===== config.mk =====
export PLATFORM = sky130hd
export DESIGN_NAME = shift_unit
export DESIGN_NICKNAME = d
export VERILOG_FILES = /design/src/rtl/shift_unit_pkg.sv /design/src/rtl/shift_unit_shift_step.sv /design/src/rtl/shift_unit.sv
export SDC_FILE = /design/constraint.sdc
export NUM_CORES = 1
export LEC_CHECK = 0
export BUFFER_PORTS_ARGS = -buffer_cell sky130_fd_sc_hd__buf_2
export CAP_MARGIN = 20
export CORE_MARGIN = 8
export CORE_UTILIZATION = 57
export DETAILED_ROUTE_END_ITERATION = 8
export GPL_ROUTABILITY_DRIVEN = 0
export PLACE_DENSITY = 0.9
export SYNTH_ARGS = -nofsm -noshare
export SYNTH_HDL_FRONTEND = slang
export SYNTH_SLANG_ARGS = --single-unit

===== constraint.sdc =====
create_clock -name clk -period 4 [get_ports clk]
set_input_delay 0 -clock clk [delete_from_list [all_inputs] [get_ports clk]]
set_output_delay 0 -clock clk [all_outputs]
set_load 0.01 [all_outputs]

===== src/rtl/shift_unit_pkg.sv =====
// Shared definitions for the multi-cycle shift unit: mode encoding and FSM states.
package shift_unit_pkg;

  // Shift mode encoding presented on in_mode
  localparam logic [1:0] MODE_SLL = 2'b00;
  localparam logic [1:0] MODE_SRL = 2'b01;
  localparam logic [1:0] MODE_SRA = 2'b10;
  localparam logic [1:0] MODE_ROL = 2'b11;

  // Control FSM states
  typedef enum logic [1:0] {
    ST_IDLE  = 2'd0,
    ST_SHIFT = 2'd1,
    ST_DONE  = 2'd2
  } state_t;

endpackage : shift_unit_pkg


===== src/rtl/shift_unit_shift_step.sv =====
// Combinational shift of a WIDTH-bit value by 0..STEP positions in one of four modes.
// Only constant-distance shifts are built, so the cost grows with STEP, not WIDTH.
module shift_step
  import shift_unit_pkg::*;
#(
  parameter int WIDTH = 16,
  parameter int STEP  = 2,
  localparam int KW   = $clog2(STEP + 1)
) (
  input  logic [WIDTH-1:0] i_data,
  input  logic [KW-1:0]    i_amt,
  input  logic [1:0]       i_mode,
  input  logic             i_fill,
  output logic [WIDTH-1:0] o_data
);

  // Select among the STEP+1 constant-distance shifts for the requested mode
  always_comb begin
    // NOTE: default assignment first so every path drives o_data and no latch is inferred.
    o_data = i_data;
    for (int k = 0; k <= STEP; k++) begin
      if (i_amt == KW'(k)) begin
        unique case (i_mode)
          MODE_SLL: o_data = i_data << k;
          MODE_SRL: o_data = i_data >> k;
          MODE_SRA: o_data = ({WIDTH{i_fill}} << (WIDTH - k)) | (i_data >> k);
          MODE_ROL: o_data = (i_data << k) | (i_data >> (WIDTH - k));
          default:  o_data = i_data;
        endcase
      end
    end
  end

endmodule : shift_step


===== src/rtl/shift_unit.sv =====
// Iterative shifter: accepts an operand, shifts it by up to STEP bits per cycle until the
// requested distance is covered, then holds the result until the consumer takes it.
module shift_unit
  import shift_unit_pkg::*;
#(
  parameter int  WIDTH = 16,
  parameter int  STEP  = 2,
  localparam int AW    = $clog2(WIDTH)
) (
  input  logic             clk,
  input  logic             rst_n,
  input  logic             in_valid,
  output logic             in_ready,
  input  logic [WIDTH-1:0] in_data,
  input  logic [AW-1:0]    in_amt,
  input  logic [1:0]       in_mode,
  output logic             out_valid,
  input  logic             out_ready,
  output logic [WIDTH-1:0] out_data,
  output logic             out_zero
);

  localparam int KW = $clog2(STEP + 1);

  state_t           r_state;
  logic [WIDTH-1:0] r_work;
  logic [AW-1:0]    r_rem;
  logic [1:0]       r_mode;

  logic [AW:0]      w_rem_ext;
  logic [AW:0]      w_step_max;
  logic [AW:0]      w_k;
  logic [WIDTH-1:0] w_step_out;

  // Distance covered this cycle: k = min(STEP, remaining)
  always_comb begin
    w_rem_ext  = {1'b0, r_rem};
    w_step_max = (AW + 1)'(STEP);
    w_k        = (w_rem_ext > w_step_max) ? w_step_max : w_rem_ext;
  end

  // The arithmetic-shift fill comes from the working MSB, which keeps the captured sign
  // because at most WIDTH-1 positions are ever shifted.
  shift_step #(
    .WIDTH (WIDTH),
    .STEP  (STEP)
  ) u_shift_step (
    .i_data (r_work),
    .i_amt  (KW'(w_k)),
    .i_mode (r_mode),
    .i_fill (r_work[WIDTH-1]),
    .o_data (w_step_out)
  );

  // Control FSM with capture, per-cycle shift and result hold
  always_ff @(posedge clk or negedge rst_n) begin
    // NOTE: every register here is cleared by reset so an aborted operation leaves no residue.
    if (!rst_n) begin
      r_state <= ST_IDLE;
      r_work  <= '0;
      r_rem   <= '0;
      r_mode  <= MODE_SLL;
    end else begin
      // NOTE: non-blocking assignments so all state updates use pre-edge values.
      unique case (r_state)
        ST_IDLE: begin
          if (in_valid) begin
            r_work  <= in_data;
            r_rem   <= in_amt;
            r_mode  <= in_mode;
            r_state <= (in_amt == '0) ? ST_DONE : ST_SHIFT;
          end
        end
        ST_SHIFT: begin
          r_work <= w_step_out;
          r_rem  <= r_rem - w_k[AW-1:0];
          if (r_rem == w_k[AW-1:0]) begin
            r_state <= ST_DONE;
          end
        end
        ST_DONE: begin
          if (out_ready) begin
            r_state <= ST_IDLE;
          end
        end
        default: r_state <= ST_IDLE;
      endcase
    end
  end

  // Handshake flags decode the registered state; result flag follows the working register
  assign in_ready  = (r_state == ST_IDLE);
  assign out_valid = (r_state == ST_DONE);
  assign out_data  = r_work;
  assign out_zero  = (r_work == '0);

endmodule : shift_unit


==> impl_metrics.toml, run 1 <==
[run_status]
status = "complete, no violations"

[power_and_ir_drop]
leakage_nw = 0.873
irDropWorstVdd_mv = 0.509
power_mw = 1.91
p_per_area_mw_per_mm2 = 946

[floorplan]
fp.dieW_microns = 71.4
core_sq_mm = 0.00298
io-pin-count = 45
start_util = 0.588
fp.dieH_microns = 71.4
rows = 20
die-area_sq_mm = 0.00510

[yosys]
yosys.area.top_type = "dfrtp_1"
synth-seq-area-share = 0.343
yosysWarnings = 0
synth_common_cells = "24 x dfrtp_1, 19 x a21oi_1, 18 x nor2_1, 17 x a221o_1"
synth_top_area_frac = 0.343
syn_avg_cell_area_sq_um = 8.89
yosysMostFrequentCell = "dfrtp_1"
yosys-top-cells-area = "dfrtp_1 34%, a221o_1 9.7%, a21oi_1 5.4%"
synth_cell_types = 38
ys.flop_type = "dfrtp_1"
ys_ff_latch = 24
async_flop_share = 1.00
postSynthCellCount = 197
synth_edf_count = 0
synth_fp_nets = 228
syn_area_sq_mm = 0.00175

[timing]
finClkSkew_ns = 0.00227
finalHoldViolCount = 0
period_share = 0.703
worst_pin_slew_ns = 0.994
setup_viol = 0
relSlewSlack = 0.337
rsz0062_at_grt = "false"
max_freq_mhz = 356
fin_tns_setup_ns = 0
fin_crit_ns = 2.81
final-max-slew-violation-count = 0

[clock_tree]
cts.path.max_buffers = 2
clock_latency_ns = 0.32
cts_setup_buffers = 0
clkTransAtPathRegs_ns = 0.13
clock-root-buffer = "clkbuf_4"
ctsHtreeMaxLevel = 1
cts_buffers = 3
cts_tree = "done"
ctsResizeCount = 0
cts.sinks = 24
hold_buffers = 10

[route]
drtIter0Drc = 125
vias_per_cell = 6.54
dr.pass1.iters = 5
drc = 0
wl_mm = 4.43
vias = 1752
ant_nets = 0
wl_per_cell_microns = 16.5

[critical_path]
cp-startpoint = "r_rem[2]"
critPathRequiredTime_ns = 4.24
rr_startpoint = "r_rem[2]"
crit_path_end_kind = "register"
worstPathMaxFanout = 32
critPathArrivalTime_ns = 3.05
worstSetupStartpointType = "register"
worstSetupPathType = "reg -> reg"

[grt]
grt_overflow = 0
grt_usage = 0.170
antenna_found_initial = 0
grt_pass1_vias = 1649
grt_pass1_wl_mm = 7.40
grt_max_degree = 36

[final_layout]
final_nets = 268
diodes = 0
fillerInstances = 259
fin_area_sq_mm = 0.00202
synthToLayoutAreaGrowth_pct = 15.2
drive_above_1_share = 0.247

[run]
cap_violations = 0

[hold_path]
hold_start = "in_data[0]"
hold_class = "in -> reg"

[place]
place_area_sq_mm = 0.00190
hpwl_mm = 3.00
numPortBuffers = 44
[sequential cells by signal, summed over array words and instances (netlist names)]
register,cells
r_mode,2
r_state,2
out_data,16
r_rem,4
[placed cells by master, fill, tap and decap left out, drive strengths merged, types with 6 or more instances in the layout]
cell type,instances
buf,44
a221o,25
dfrtp,24
a21oi,19
nor2,18
nor2b,14
a31oi,14
nand2,11
dlygate4sd3,10
o21ai,8
inv,6
[cells by family (layout without fill, tap and decap cells)]
kind of cell / count (synthesis) / count (layout) / synth area share
buffers and inverters: 25 / 63 / 0.0800
adders and majority gates: 5 / 5 / 0.0357
DFF: 24 / 24 / 0.343
muxes: 2 / 2 / 0.0121
and+or+nand+nor: 60 / 60 / 0.181
AOI/OAI and AO/OA: 81 / 81 / 0.348
[worst max-delay path: stages, from the launching register on]
cell and delay [ns]:
dfrtp_1 0.47, nor3_1 0.12, nand2_1 0.08, ha_1 0.61
nor4bb_1 0.35, a211o_1 0.73, o21ai_0 0.20, o22ai_1 0.16
[path summary, 6_finish.rpt]
kind | end | slack, ns | cells after the start
worst max-delay path | out_data[14] | 1.19 | 7
worst min-delay path | out_data[0] | 0.03 | 3
worst max register to register | out_data[14] | 1.19 | 7
worst min register to register | r_rem[0] | 0.57 | 1
max in group asynchronous | out_data[2] | 3.44 | 2
min in group asynchronous | r_mode[0] | 0.19 | 2
[metal layers]
metal	wire length (microns)	vias up	global-route usage
met1	1840	841	0.196
met3	321	7	0.0404
met5	0	-	0
li1	-	837	-
met2	2210	67	0.305
met4	53	0	0.0439
[final cells by class]
cell class                      count  area, sq um  area share
Tap cell                           33         41.3      0.0205
Inverter                            6         22.5      0.0112
Sequential cell                    24          601       0.298
Clock buffer                        3         22.5      0.0112
Timing Repair Buffer               54          320       0.159
Multi-Input combinational cell    148         1010       0.501
[power breakdown]
group / switching [mW] / total (mW) / leakage [nW] / internal [mW]
sequential: 0.242 / 0.610 / 0.282 / 0.368
combinational: 0.649 / 1.19 / 0.577 / 0.541
clock: 0.0736 / 0.109 / 0.0138 / 0.0353
[metrics by stage]
stage                      util  instances  setup slack (ns)  hold slack, ns
after floorplan               -        197              2.05          -0.296
after global placement    0.637        255              1.39          0.0131
after detailed placement  0.637        255              1.25          0.0242
after CTS                 0.678        268              1.21         0.00409
after global routing      0.678        268             0.886          0.0351
final                     0.678        268              1.19          0.0312
Power figures use the tool's default switching activity.
==> inputs of run 2 (changes only) <==
Settings changed: ABC_AREA set to 1, CORE_UTILIZATION 57 to 49, PLACE_DENSITY 0.9 to 0.82.
Clock period 4 ns to 2.5 ns, I/O delays scaled along.
==> run 2 against run 1 <==
  * First-iteration DRC count rose by 34%
  * Synthesized cell count is 59% higher
  * Die area up 19%
  * Sequential share of layout area decreased by 3.0 points
  * Global-route usage shrank 0.76 points
  * Via count grew 17%
  * Largest power group unchanged
  * Final cell count rose by 51%
  * Largest cell class unchanged
  * Power rose by 77%
==> impl_metrics.toml, run 2 <==
[clock_tree]
cts_setup_buffers = 0
cts_buffers = 3
cts_tree = "done"
clock-root-buffer = "clkbuf_8"
cts.path.max_buffers = 2
cts.sinks = 24
ctsHtreeMaxLevel = 1
clock_latency_ns = 0.27
clkTransAtPathRegs_ns = 0.09

[final_layout]
final_cell_mix = "83 x nand2_1, 73 x nor2_1, 44 x buf_2, 36 x inv_1, 29 x a21oi_1"
fin_cells = 406
largest_reg_flops = 16
multi_input_area_sq_mm = 0.00106
diodes = 0
fin_util = 0.609
final_nets = 390
drive_above_1_share = 0.170
area.sequential_sq_um = 601
fillerInstances = 377
synthToLayoutAreaGrowth_pct = 19.3
layout_commonest_cell = "nand2_1"

[place]
numPortBuffers = 44
hpwl_mm = 3.65
placed_cells = 396
dp_slack_ns = 0.396

[floorplan]
start_util = 0.510
die-area_sq_mm = 0.00608
fp.dieH_microns = 78.0
rows = 22
core_sq_mm = 0.00369
fp.dieW_microns = 78.0
io-pin-count = 45

[grt]
grt_pass1_wl_mm = 8.53
antenna_found_initial = 0
grt_usage = 0.163
grt_max_degree = 32
grt_overflow = 0
grt_pass1_vias = 1948

[yosys]
yosys.area.top_type = "dfrtp_1"
ys.flop_type = "dfrtp_1"
syn_avg_cell_area_sq_um = 6.01
synth-simple-area-share = 0.410
postSynthCellCount = 313
yosysMostFrequentCell = "nand2_1"
syn_area_sq_mm = 0.00188
yosys.area_share.xor_xnor = 0
synth-seq-area-share = 0.319
synth_fp_nets = 344
synth.area.mux_share = 0
synth_top_family_by_area = "simple AND/OR/NAND/NOR gates"
synth_cell_types = 23
yosysWarnings = 0
synth_common_cells = "83 x nand2_1, 73 x nor2_1, 36 x inv_1, 29 x a21oi_1, 24 x dfrtp_1"
async_flop_share = 1.00
synthAdderAreaFrac = 0.0332
synth_edf_count = 0
yosys-top-cells-area = "dfrtp_1 32%, nand2_1 17%, nor2_1 15%"
ys_ff_latch = 24
synth_top_area_frac = 0.319
synth_compound_area_frac = 0.120

[critical_path]
cp-startpoint = "r_rem[3]"
slowest_delay_ns = 0.39
worstSetupStartpointType = "register"
crit_slowest_cell = "dfrtp_1"
crit_top_cell = "nand2_1"
critPathRequiredTime_ns = 2.69
worstPathMaxFanout = 13
crit_path_end_kind = "register"
rr_startpoint = "r_rem[3]"
worstSetupPathType = "reg -> reg"
cp_cell_sequence = "nor2_1, nand2_1, inv_1, nand2_1, ha_1, inv_1, nand2_1, nand2_2, buf_4, a21oi_1, a21oi_1"
critPathArrivalTime_ns = 2.36

[route]
dr.pass1.iters = 5
wl_per_cell_microns = 12.1
wl_mm = 4.92
vias = 2054
vias_per_cell = 5.06
drtIter0Drc = 168
ant_nets = 0
drc = 0

[timing]
period_share = 0.870
setup_ws_ns = 0.326
finalHoldViolCount = 0
finClkSkew_ns = 0.00753
fin_tns_setup_ns = 0
setup_viol = 0
rsz0062_at_grt = "false"
fin_hold_ws_ns = 0.0315
final-max-slew-violation-count = 0
fin_crit_ns = 2.17
worst_pin_slew_ns = 0.753
relSlewSlack = 0.496
max_freq_mhz = 460

[power_and_ir_drop]
leakage_nw = 1.24
irDropWorstVdd_mv = 0.934
p_per_area_mw_per_mm2 = 1500

[hold_path]
hold_start = "in_data[0]"
hold_class = "in -> reg"

[run]
cap_violations = 0

[run_status]
status = "complete, no violations"
run 2: changes by cell type in the layout (fill, tap and decap cells not counted), sizes merged, moves of 14 or more:
cell / before / now
nor2b: 14 / 0
nor2: 18 / 75
inv: 6 / 40
nand2: 11 / 87
a221o: 25 / 0
a31oi: 14 / 0
nand3: 2 / 23
run 2: final cells by class:
class	instances	share of cell area
Clock inverter	1	0.0134
Sequential cell	24	0.268
Multi-Input combinational cell	237	0.472
Inverter	40	0.0669
Clock buffer	3	0.0184
Timing Repair Buffer	53	0.135
Tap cell	48	0.0268
run 2: cell families (layout without fill, tap and decap cells):
group,count (synthesis),after routing
and+or+nand+nor,189,189
buffers and inverters,52,97
AOI/OAI and AO/OA,43,43
DFF,24,24
adders and majority gates,5,5
run 2: worst max-delay path, delay by kind of cell, from the launching register on:
family / cells / cell delay [ns]
and+or+nand+nor: 5 / 0.55
adders and majority gates: 1 / 0.33
AOI/OAI and AO/OA: 2 / 0.28
DFF: 1 / 0.39
buffers and inverters: 3 / 0.55
run 2: per-layer routing:
layer / GRT usage / wire, microns
met5: 0 / 0
met4: 0.0315 / 29
met3: 0.0380 / 255
met2: 0.290 / 2450
met1: 0.194 / 2190
run 2: report_power, final:
part	internal, mW	switching [mW]	total (mW)
combinational	0.777	1.44	2.22
clock	0.214	0.130	0.344
sequential	0.592	0.218	0.811
run 2: final timing paths:
kind | cells after the start | endpoint | slack, ns
setup / recovery | 11 | out_data[4] | 0.33
hold / removal | 5 | out_data[0] | 0.03
setup reg to reg | 11 | out_data[4] | 0.33
hold reg to reg | 2 | r_rem[3] | 0.54
max in group asynchronous | 2 | out_data[8] | 1.87
min in group asynchronous | 2 | r_mode[0] | 0.25
run 2: metrics by stage:
step / area [sq um] / power, mW
after floorplan: 1880 / 2.51
after global placement: 2110 / 2.97
after detailed placement: 2110 / 3.01
after CTS: 2240 / 3.38
after global routing: 2240 / 3.74
final: 2240 / 3.37
run 2: repair_timing:
| action | CTS | global route |
|---|---|---|
| hold buffers | 6 | 0 |
| setup endpoints to repair | 0 | 0 |
| gates resized for setup | 0 | 0 |
| endpoints found under the hold margin | 29 | 0 |
